==> src/rtl/uart_pkg.sv <==
// uart_pkg: shared encodings and constants for the uart transmit path.
package uart_pkg;

   localparam int BYTE_W = 8;

   // Feeder handshake states.
   typedef enum logic [1:0] {
      IDLE      = 2'd0,
      TRIG      = 2'd1,
      WAIT_DONE = 2'd2
   } feedState_t;

   // Baud-select codes understood by uart.
   typedef enum logic [2:0] {
      BAUD_9600   = 3'd0,
      BAUD_19200  = 3'd1,
      BAUD_38400  = 3'd2,
      BAUD_57600  = 3'd3,
      BAUD_115200 = 3'd4
   } baudSel_t;

endpackage

==> src/rtl/sync_fifo.sv <==
// sync_fifo: circular-buffer FIFO with count register; push ignored when full, pop ignored when empty.
module sync_fifo
   import uart_pkg::*;
#(
   parameter int WIDTH      = BYTE_W,
   parameter int DEPTH_LOG2 = 4
) (
   input  logic                  clk,
   input  logic                  nRst,
   input  logic                  push,
   input  logic                  pop,
   input  logic [WIDTH-1:0]      wrData,
   output logic [WIDTH-1:0]      rdData,
   output logic                  full,
   output logic                  empty,
   output logic [DEPTH_LOG2:0]   level
);

   localparam int DEPTH = 1 << DEPTH_LOG2;

   logic [WIDTH-1:0]      mem [DEPTH];
   logic [DEPTH_LOG2-1:0] wrPtr;
   logic [DEPTH_LOG2-1:0] rdPtr;
   logic                  doPush;
   logic                  doPop;

   assign full   = level == (DEPTH_LOG2 + 1)'(DEPTH);
   assign empty  = level == '0;
   assign doPush = push && !full;
   assign doPop  = pop && !empty;
   assign rdData = mem[rdPtr];

   // Storage array; contents need no reset since the count guards every read.
   always_ff @(posedge clk) begin
      if (doPush) mem[wrPtr] <= wrData;
   end

   // Pointers wrap naturally; a simultaneous push and pop leaves the count unchanged.
   always_ff @(posedge clk or negedge nRst) begin
      if (!nRst) begin
         wrPtr <= '0;
         rdPtr <= '0;
         level <= '0;
      end else begin
         wrPtr <= wrPtr + DEPTH_LOG2'(doPush);
         rdPtr <= rdPtr + DEPTH_LOG2'(doPop);
         level <= level + (DEPTH_LOG2 + 1)'(doPush) - (DEPTH_LOG2 + 1)'(doPop);
      end
   end

endmodule

==> src/rtl/uart_tx_feeder.sv <==
// uart_tx_feeder: buffers producer bytes and hands them to uart one at a time over txTrig/txDone.
module uart_tx_feeder
   import uart_pkg::*;
#(
   parameter int DEPTH_LOG2  = 4,
   parameter int ACK_TIMEOUT = 15
) (
   input  logic                  clk,
   input  logic                  nRst,
   input  logic                  wrEn,
   input  logic [BYTE_W-1:0]     wrData,
   output logic                  full,
   output logic [DEPTH_LOG2:0]   level,
   output logic                  ovf,
   output logic                  tmo,
   input  logic                  clrErr,
   output logic                  busy,
   output logic [BYTE_W-1:0]     txByte,
   output logic                  txTrig,
   input  logic                  txDone
);

   localparam int CW = $clog2(ACK_TIMEOUT + 1);

   feedState_t         state;
   feedState_t         nextState;
   logic               empty;
   logic               popHead;
   logic               tmoHit;
   logic [CW-1:0]      tmoCnt;
   logic [BYTE_W-1:0]  head;

   sync_fifo #(
      .WIDTH      (BYTE_W),
      .DEPTH_LOG2 (DEPTH_LOG2)
   ) fifo (
      .clk    (clk),
      .nRst   (nRst),
      .push   (wrEn),
      .pop    (popHead),
      .wrData (wrData),
      .rdData (head),
      .full   (full),
      .empty  (empty),
      .level  (level)
   );

   assign busy = state != IDLE;

   // Next state: pop when the transmitter is idle, hold trigger until it acknowledges or times out.
   always_comb begin
      nextState = state;
      popHead   = 1'b0;
      tmoHit    = 1'b0;
      case (state)
         IDLE: if (!empty && txDone) begin
            popHead   = 1'b1;
            nextState = TRIG;
         end
         TRIG: if (!txDone) nextState = WAIT_DONE;
            else if (tmoCnt == CW'(ACK_TIMEOUT - 1)) begin
               tmoHit    = 1'b1;
               nextState = IDLE;
            end
         WAIT_DONE: if (txDone) nextState = IDLE;
         default: nextState = IDLE;
      endcase
   end

   // State, output byte, registered trigger (one cycle behind TRIG), timeout counter and sticky flags.
   always_ff @(posedge clk or negedge nRst) begin
      if (!nRst) begin
         state  <= IDLE;
         txByte <= '0;
         txTrig <= 1'b0;
         tmoCnt <= '0;
         ovf    <= 1'b0;
         tmo    <= 1'b0;
      end else begin
         state  <= nextState;
         txByte <= popHead ? head : txByte;
         txTrig <= state == TRIG;
         tmoCnt <= state == TRIG ? tmoCnt + CW'(1) : '0;
         ovf    <= (wrEn && full) || (ovf && !clrErr);
         tmo    <= tmoHit || (tmo && !clrErr);
      end
   end

endmodule

==> config.mk <==
export PLATFORM = sky130hd
export DESIGN_NAME = uart_tx_feeder
export DESIGN_NICKNAME = d
export VERILOG_FILES = /design/src/rtl/uart_pkg.sv /design/src/rtl/sync_fifo.sv /design/src/rtl/uart_tx_feeder.sv
export SDC_FILE = /design/constraint.sdc
export NUM_CORES = 1
export LEC_CHECK = 0
export ABC_AREA = 0
export CORE_AREA = 2 2 111 113
export CTS_CLUSTER_SIZE = 20
export DETAILED_ROUTE_END_ITERATION = 12
export DIE_AREA = 0 0 113 115
export GPL_TIMING_DRIVEN = 0
export PLACE_DENSITY_LB_ADDON = 0.15
export SETUP_SLACK_MARGIN = 0.02
export SLEW_MARGIN = 5
export SYNTH_ARGS = -nofsm -noshare
export SYNTH_HDL_FRONTEND = slang
export SYNTH_SLANG_ARGS = --single-unit
==> constraint.sdc <==
create_clock -name clk -period 2.6 [get_ports clk]
set_input_delay 0.78 -clock clk [delete_from_list [all_inputs] [get_ports clk]]
set_output_delay 0.78 -clock clk [all_outputs]
set_load 0.02 [all_outputs]
==> summary.txt, run 1 <==
Status
  • Status: finished with violations
  • Violated checks: DRC

Layout
  • Post-layout util: a little under two thirds
  • Filler cells: 872
  • Proportion of layout cells with a drive suffix above 1: approximately 26%
  • Post-route design area: approximately 7500 um^2
  • N_diodes: 0
  • Nets@finish: 407
  • Synthesis-to-layout area growth: 19.1%

Floorplan
  • I/O pin cnt: 31
  • Row cnt: 40
  • Die width: about 110 um
  • Initial Util: 53.2%
  • Core Region: 11800 um^2
  • Die ar.: roughly 13000 um^2
  • Die Height: 115 um

Logic synthesis
  • Post-synthesis cell count: approximately 330
  • Syn. warnings: 0
  • Syn_nets: ~350
  • Post-synthesis mux area share: 12.9%
  • Adder-cell share of the synthesized area: 2.71%
  • Mean post-synth cell area: between 15 and 20 um^2
  • Seq cells post-synth: 158
  • Synth top area cells: edfxtp_1 (61%), dfrtp_1 (12%), mux4_2 (11%), ha_1 (2.4%), mux2i_1 (1.3%)
  • Unique masters post-synth: 34
  • Post-Syn Area: 6290 um^2
  • Main combinational cell family by area after synthesis: multiplexers
  • Share of Yosys cell area claimed by the top area cell type: 61.1%
  • Sequential area share after synthesis: 73.1%
  • Ys flop type: edfxtp_1
  • Number of flops mapped to enable cells by yosys: roughly 130
  • Async set or reset register ratio after synthesis: 19.0%
  • Xor and xnor area share after synthesis: 1.39%
  • Simple-Gate Fraction of Synth Area: about 3.8%
  • Synth Area in Compound Gates: 3.36%
  • Area leader, netlist: edfxtp_1

STA
  • Final hold vios: 0
  • Max Fclk: 0.386 GHz
  • RSZ-0062 raised after global routing: true
  • Final period util: 99.5%
  • Worst-margin pin slew: 0.904 ns
  • Worst rel slew slack: 39.5%
  • Fin. max-slew vios: 0
  • Clock period minus worst slack: 2.59 ns
  • Finish-stage setup viols: 0
  • Worst Skew: 0.00687 ns
  • Hold slack: 0.382 ns
  • Fin worst setup slack: 0.0120 ns

Global routing
  • Grt ovf: 0
  • Total GRT Usage: 19.3%
  • Gr busiest metal: met2
  • Met3 usage: 5.22%
  • First-pass GRT wire length: 17700 um
  • GR Util met2: 29.6%
  • Pin count of the biggest net entering global routing: 31
  • Number of global-route vias before repair: 3124
  • GR Util met1: 26.5%
  • Initial antenna violation count: 0

Route
  • Avg WL per Cell: 21.1 um
  • Via Count: between 3000 and 4000
  • First DRT Iteration DRCs: 276
  • Via-per-instance ratio: 5.66
  • Router iterations before antenna repair: 8
  • DRC errors left: 6
  • Post-DRT Antenna Nets: 0
  • Drt total wl: 11400 um

Power
  • Sw Ratio: between 30% and 40%
  • Power density over cell area: 1170 nW/um^2
  • Max IR drop VDD: 0.558 mV
  • Static Leakage: about 0.0027 uW
  • Internal power: 6020 uW
  • Seq pwr share: 39.0%
  • Sw Pwr: 2710 uW
  • Combinational power share: 33.3%
  • Total Power: 8730 uW
  • Clk pwr share: 27.8%

Critical path
  • CP startpoint kind: input port
  • Worst EP required: around 2.7 ns
  • Worst endpoint data arrival time: about 2.6 ns
  • Critical path class: in -> reg
  • FF-to-FF setup slack: ~0.050 ns
  • Crit path capture type: flip-flop
  • Worst-path fanout max: 8
  • Worst reg-to-reg path cell count: 6

Worst hold path
  • Hold Crit Class: in -> async

Clocking
  • Clock-pin slew on the worst setup and hold paths: approximately 0.06 ns
  • Longest Clk Path Bufs: 2
  • H-tree depth: 4
  • Clk_lat worst skew: between 0.4 and 0.5 ns
  • Root buffer cell: clkbuf_16
  • Num Clock Sinks: 158
  • Hold_buf cts: 0
  • CTS tree: yes
  • Total CTS buffers: 17

Flow run
  • Max-Cap Viols: 0

Placed design
  • Hpwl dp: approximately 7500 um
  • Placer's final routability congestion estimate: 0.832
  • PortBufs: 30
  • Place WS: -0.826 ns
  • Dpl cell area: 6820 um^2
[area by class of cell]
class / instances / area, um^2 / area share [%]
Sequential cell: 158 / 4600 / 61.4
Multi-Input combinational cell: 138 / 1590 / 21.2
Clock buffer: 17 / 425 / 5.68
Timing Repair Buffer: 38 / 354 / 4.73
Tap cell: 147 / 184 / 2.46
Clock inverter: 15 / 161 / 2.16
Buffer: 13 / 118 / 1.57
Inverter: 15 / 61.3 / 0.819
[critical path: stages]
cell             delay, ns
clkdlybuf4s50_1       0.49
nor2b_4               0.26
or3b_1                0.47
nor2_1                0.64
[flip-flops by register name (all words and copies together) (netlist names)]
name,cells
txByte,8
ovf,1
txTrig,1
tmo,1
state,2
fifo.wrPtr,4
fifo.rdPtr,4
fifo.level,5
fifo.mem,128
tmoCnt,4
[power groups by stage]
stage,Clock [uW],Sequential (uW),Combinational (uW)
floorplan,0,3540,1850
global placement,0,3430,2750
detailed placement,0,3450,2810
CTS,2460,3400,2930
global route,2560,3450,3160
finish,2420,3400,2910
[worst paths after layout]
| check | from | endpoint |
|---|---|---|
| setup / recovery | wrEn | fifo.mem[1][7] |
| hold / removal | nRst | tmoCnt[2] |
| setup reg to reg | fifo.level[2] | fifo.mem[1][7] |
| hold reg to reg | txByte[4] | txByte[4] |
| max in group asynchronous | nRst | fifo.level[2] |
| min in group clk | txByte[4] | txByte[4] |
[routing by layer]
metal	part of all wire, %	routed length (um)	vias up
met2	47	5400	78
met3	4.8	547	22
li1	-	-	1390
met1	45	5180	1571
met5	0	0	-
met4	2.5	289	0
[cells in the final DEF, fill, tap and decap left out, drive strengths merged, types with 2 or more instances in the layout]
cell type and count:
xor2 5, clkinvlp 4, ha 12, edfxtp 128, a21oi 3, nand2b 5
nand3 7, mux4 32, dfrtp 30, clkdlybuf4s50 28, nand3b 2, bufinv 2
clkbuf 18, a21o 9, nor3 4, inv 18, o22ai 9, clkinv 6
mux2i 8, a211oi 8, xnor2 5, nand2 4, buf 21, nor2 17
[logic make-up after synthesis]
| group | after synthesis |
|---|---|
| flops | 158 |
| compound gates | 31 |
| simple gates | 44 |
| buf+inv | 29 |
| mux | 40 |
| fa+ha+maj | 13 |
| xor+xnor | 10 |
[timing repair]
item / 4_1_cts / 5_1_grt
resized for setup: 5 / 1
pin swaps: 3 / 3
setup endpoints to repair: 26 / 33
setup buffers: 6 / 2
[cell usage after synthesis, types with 6 or more instances]
| library cell | n |
|---|---|
| inv_1 | 15 |
| o22ai_1 | 9 |
| nand3_1 | 6 |
| mux2i_1 | 8 |
| nor2_1 | 17 |
| mux4_2 | 30 |
| dfrtp_1 | 30 |
| a21o_1 | 9 |
| ha_1 | 12 |
| edfxtp_1 | 128 |
| a211oi_1 | 8 |
[through the flow]
step                      TNS (ns)  cells
final                            0    541
after CTS                        0    540
after global routing         -1.59    541
after floorplan            -0.0587    325
after global placement      -43.89    502
after detailed placement    -42.54    502
Note: power is estimated with default switching activity, not from simulation.
==> run 2, diff against run 1 <==
Settings changed: CORE_AREA 2 2 111 113 to 2 2 109 111, DIE_AREA 0 0 113 115 to 0 0 111 113, TNS_END_PERCENT set to 10.
Clock period 2.6 ns to 3.3 ns, I/O delays scaled along.
==> run 2 against run 1 <==
Effect of this change:
- global-route usage increased by 1.0 points
- sequential power decreased by 21%
- the flow now finishes without violations
- largest cell class unchanged
- register-to-register slack improved by 0.21 ns
==> summary.txt, run 2 (synthesized netlist as in run 1, its figures left out) <==
Status
  • Status: finished, final reports clean

Global routing
  • First-pass GRT wire length: roughly 18000 um
  • Number of global-route vias before repair: 3225
  • Total GRT Usage: between 20% and 30%
  • Initial antenna violation count: 0
  • Pin count of the biggest net entering global routing: 31
  • Grt ovf: 0

Critical path
  • Delay-heaviest family, CP: adder cells
  • Most common cell on crit path: inv_1
  • Worst EP required: 3.64 ns
  • Crit path capture type: flip-flop
  • Critical path class: reg -> reg
  • Slowest CP cell: or4b_4
  • CP startpoint kind: flip-flop
  • Cells along the critical path: inv_1 > ha_1 > or4b_4 > nand3_4 > clkbuf_4 > inv_1 > ha_1 > inv_1 > ha_1 > inv_1 > fa_1 > inv_1 > a21oi_1 > o21bai_1 > xnor2_1
  • Worst Setup SP: fifo.level[2]
  • RR Startpoint: fifo.level[2]
  • Worst-path fanout max: 10
  • Critical Path Max Stage Delay: 0.49 ns
  • Worst endpoint data arrival time: 3.38 ns
  • Worst path bufs/invs: 6

STA
  • Worst-margin pin slew: 1.25 ns
  • Worst rel slew slack: ~16%
  • Final hold vios: 0
  • Worst Skew: 0.00767 ns
  • Final period util: 92.2%
  • Fin. max-slew vios: 0
  • Clock period minus worst slack: 3.04 ns
  • RSZ-0062 raised after global routing: false
  • Fin worst setup slack: 0.256 ns
  • Finish-stage setup viols: 0
  • Max Fclk: 0.329 GHz
  • Setup TNS: 0 ns

Layout
  • Synthesis-to-layout area growth: 17.1%
  • Final cell count without fillers: 530
  • Registers with the most flip-flops: fifo.mem: 128 flops, txByte: 8 flops, fifo.level: 5 flops
  • Most frequent cells in the layout: edfxtp_1 (128), mux4_2 (30), dfrtp_1 (30)
  • Proportion of layout cells with a drive suffix above 1: between 10% and 20%
  • Post-layout util: 65.3%
  • Max FFs per register: ~130
  • Most flops, register: fifo.mem
  • Nets@finish: 400
  • Most common cell after layout, fill and taps aside: edfxtp_1
  • N_diodes: 0

Floorplan
  • Core Region: 11300 um^2
  • Die Height: 113 um
  • Row cnt: 39
  • Die width: 111 um
  • Initial Util: between 50 and 60%
  • Die ar.: around 13000 um^2
  • I/O pin cnt: 31

Clocking
  • Clock-pin slew on the worst setup and hold paths: 0.06 ns
  • Total CTS buffers: 17
  • CTS tree: yes
  • Longest Clk Path Bufs: 2
  • Root buffer cell: clkbuf_16
  • Num Clock Sinks: 158
  • H-tree depth: 4
  • Clk_lat worst skew: 0.42 ns

Worst hold path
  • Hold Crit Class: reg -> reg
  • Hold Startpoint: txByte[6]

Route
  • Post-DRT Antenna Nets: 0
  • Met1 Wirelength: 5140 um
  • WL met2: approximately 5600 um
  • Via-per-instance ratio: 5.83
  • DRC errors left: 0
  • Via Count: slightly above 3000
  • Top sig layer: met4
  • Drt total wl: roughly 12000 um
  • Router iterations before antenna repair: 4
  • Met3 Routed Length: between 600 and 700 um
  • Avg WL per Cell: around 22 um
  • First DRT Iteration DRCs: 291

Power
  • Static Leakage: about 0.0026 uW
  • Total Power: a little under 7000 uW
  • Power density over cell area: 914 nW/um^2
  • Max IR drop VDD: 0.475 mV

Placed design
  • Place WS: -0.343 ns
  • Placed cell count: 498
  • PortBufs: 30
  • Hpwl dp: between 7000 and 8000 um
  • Placer's final routability congestion estimate: between 0.7 and 0.8

Flow run
  • Max-Cap Viols: 0
-- run 2: changes by cell type in the layout (fill, tap and decap cells not counted), sizes merged --
cell           delta
clkinvlp          -2
bufinv            +1
clkbuf            +4
inv               -3
clkdlybuf4s50     +1
buf               -8
dlygate4sd2       -1
clkinv            +1
-- run 2: timing repair --
action,CTS,global route
hold endpoints to repair,0,0
resized for setup,0,3
endpoints found under the setup margin,0,1
buffers inserted,0,0
hold buffers,0,0
-- run 2: final cells by class --
type	instances	area [um^2]
timing repair buffer	30	295
clock inverter	12	145
buffer	14	125
tap	143	179
inverter	15	56.3
clock buffer	20	437
multi-input combinational	138	1530
fill	784	3910
sequential	158	4590
-- run 2: through the flow --
stage	area (um^2)	hold WS (ns)
final	7360	0.476
after global routing	7360	0.501
after CTS	7340	0.485
after detailed placement	6760	0.471
after global placement	6770	0.460
after floorplan	6290	0.455
-- run 2: worst paths after layout --
path / end / slack [ns] / cells after the start
worst max-delay path: fifo.level[4] / 0.26 / 15
worst min-delay path: txByte[6] / 0.48 / 1
worst max register to register: fifo.level[4] / 0.26 / 15
worst min register to register: txByte[6] / 0.48 / 1
max in group asynchronous: txByte[1] / 2.22 / 1
min in group asynchronous: fifo.level[3] / 0.63 / 1
-- run 2: report_power, final --
| part | internal, uW | leakage [uW] | total [uW] | switching [uW] |
|---|---|---|---|---|
| clock | 1180 | 0.000279 | 1920 | 735 |
| combinational | 1020 | 0.000824 | 2140 | 1110 |
| sequential | 2510 | 0.00153 | 2670 | 165 |
| total | 4710 | 0.00263 | 6730 | 2010 |
-- run 2: layer usage --
| layer | GRT usage (%) | vias up |
|---|---|---|
| met4 | 7.83 | 0 |
| met1 | 28.3 | 1601 |
| met5 | 0 | - |
| met2 | 31.2 | 97 |
| met3 | 5.46 | 17 |
| li1 | - | 1376 |
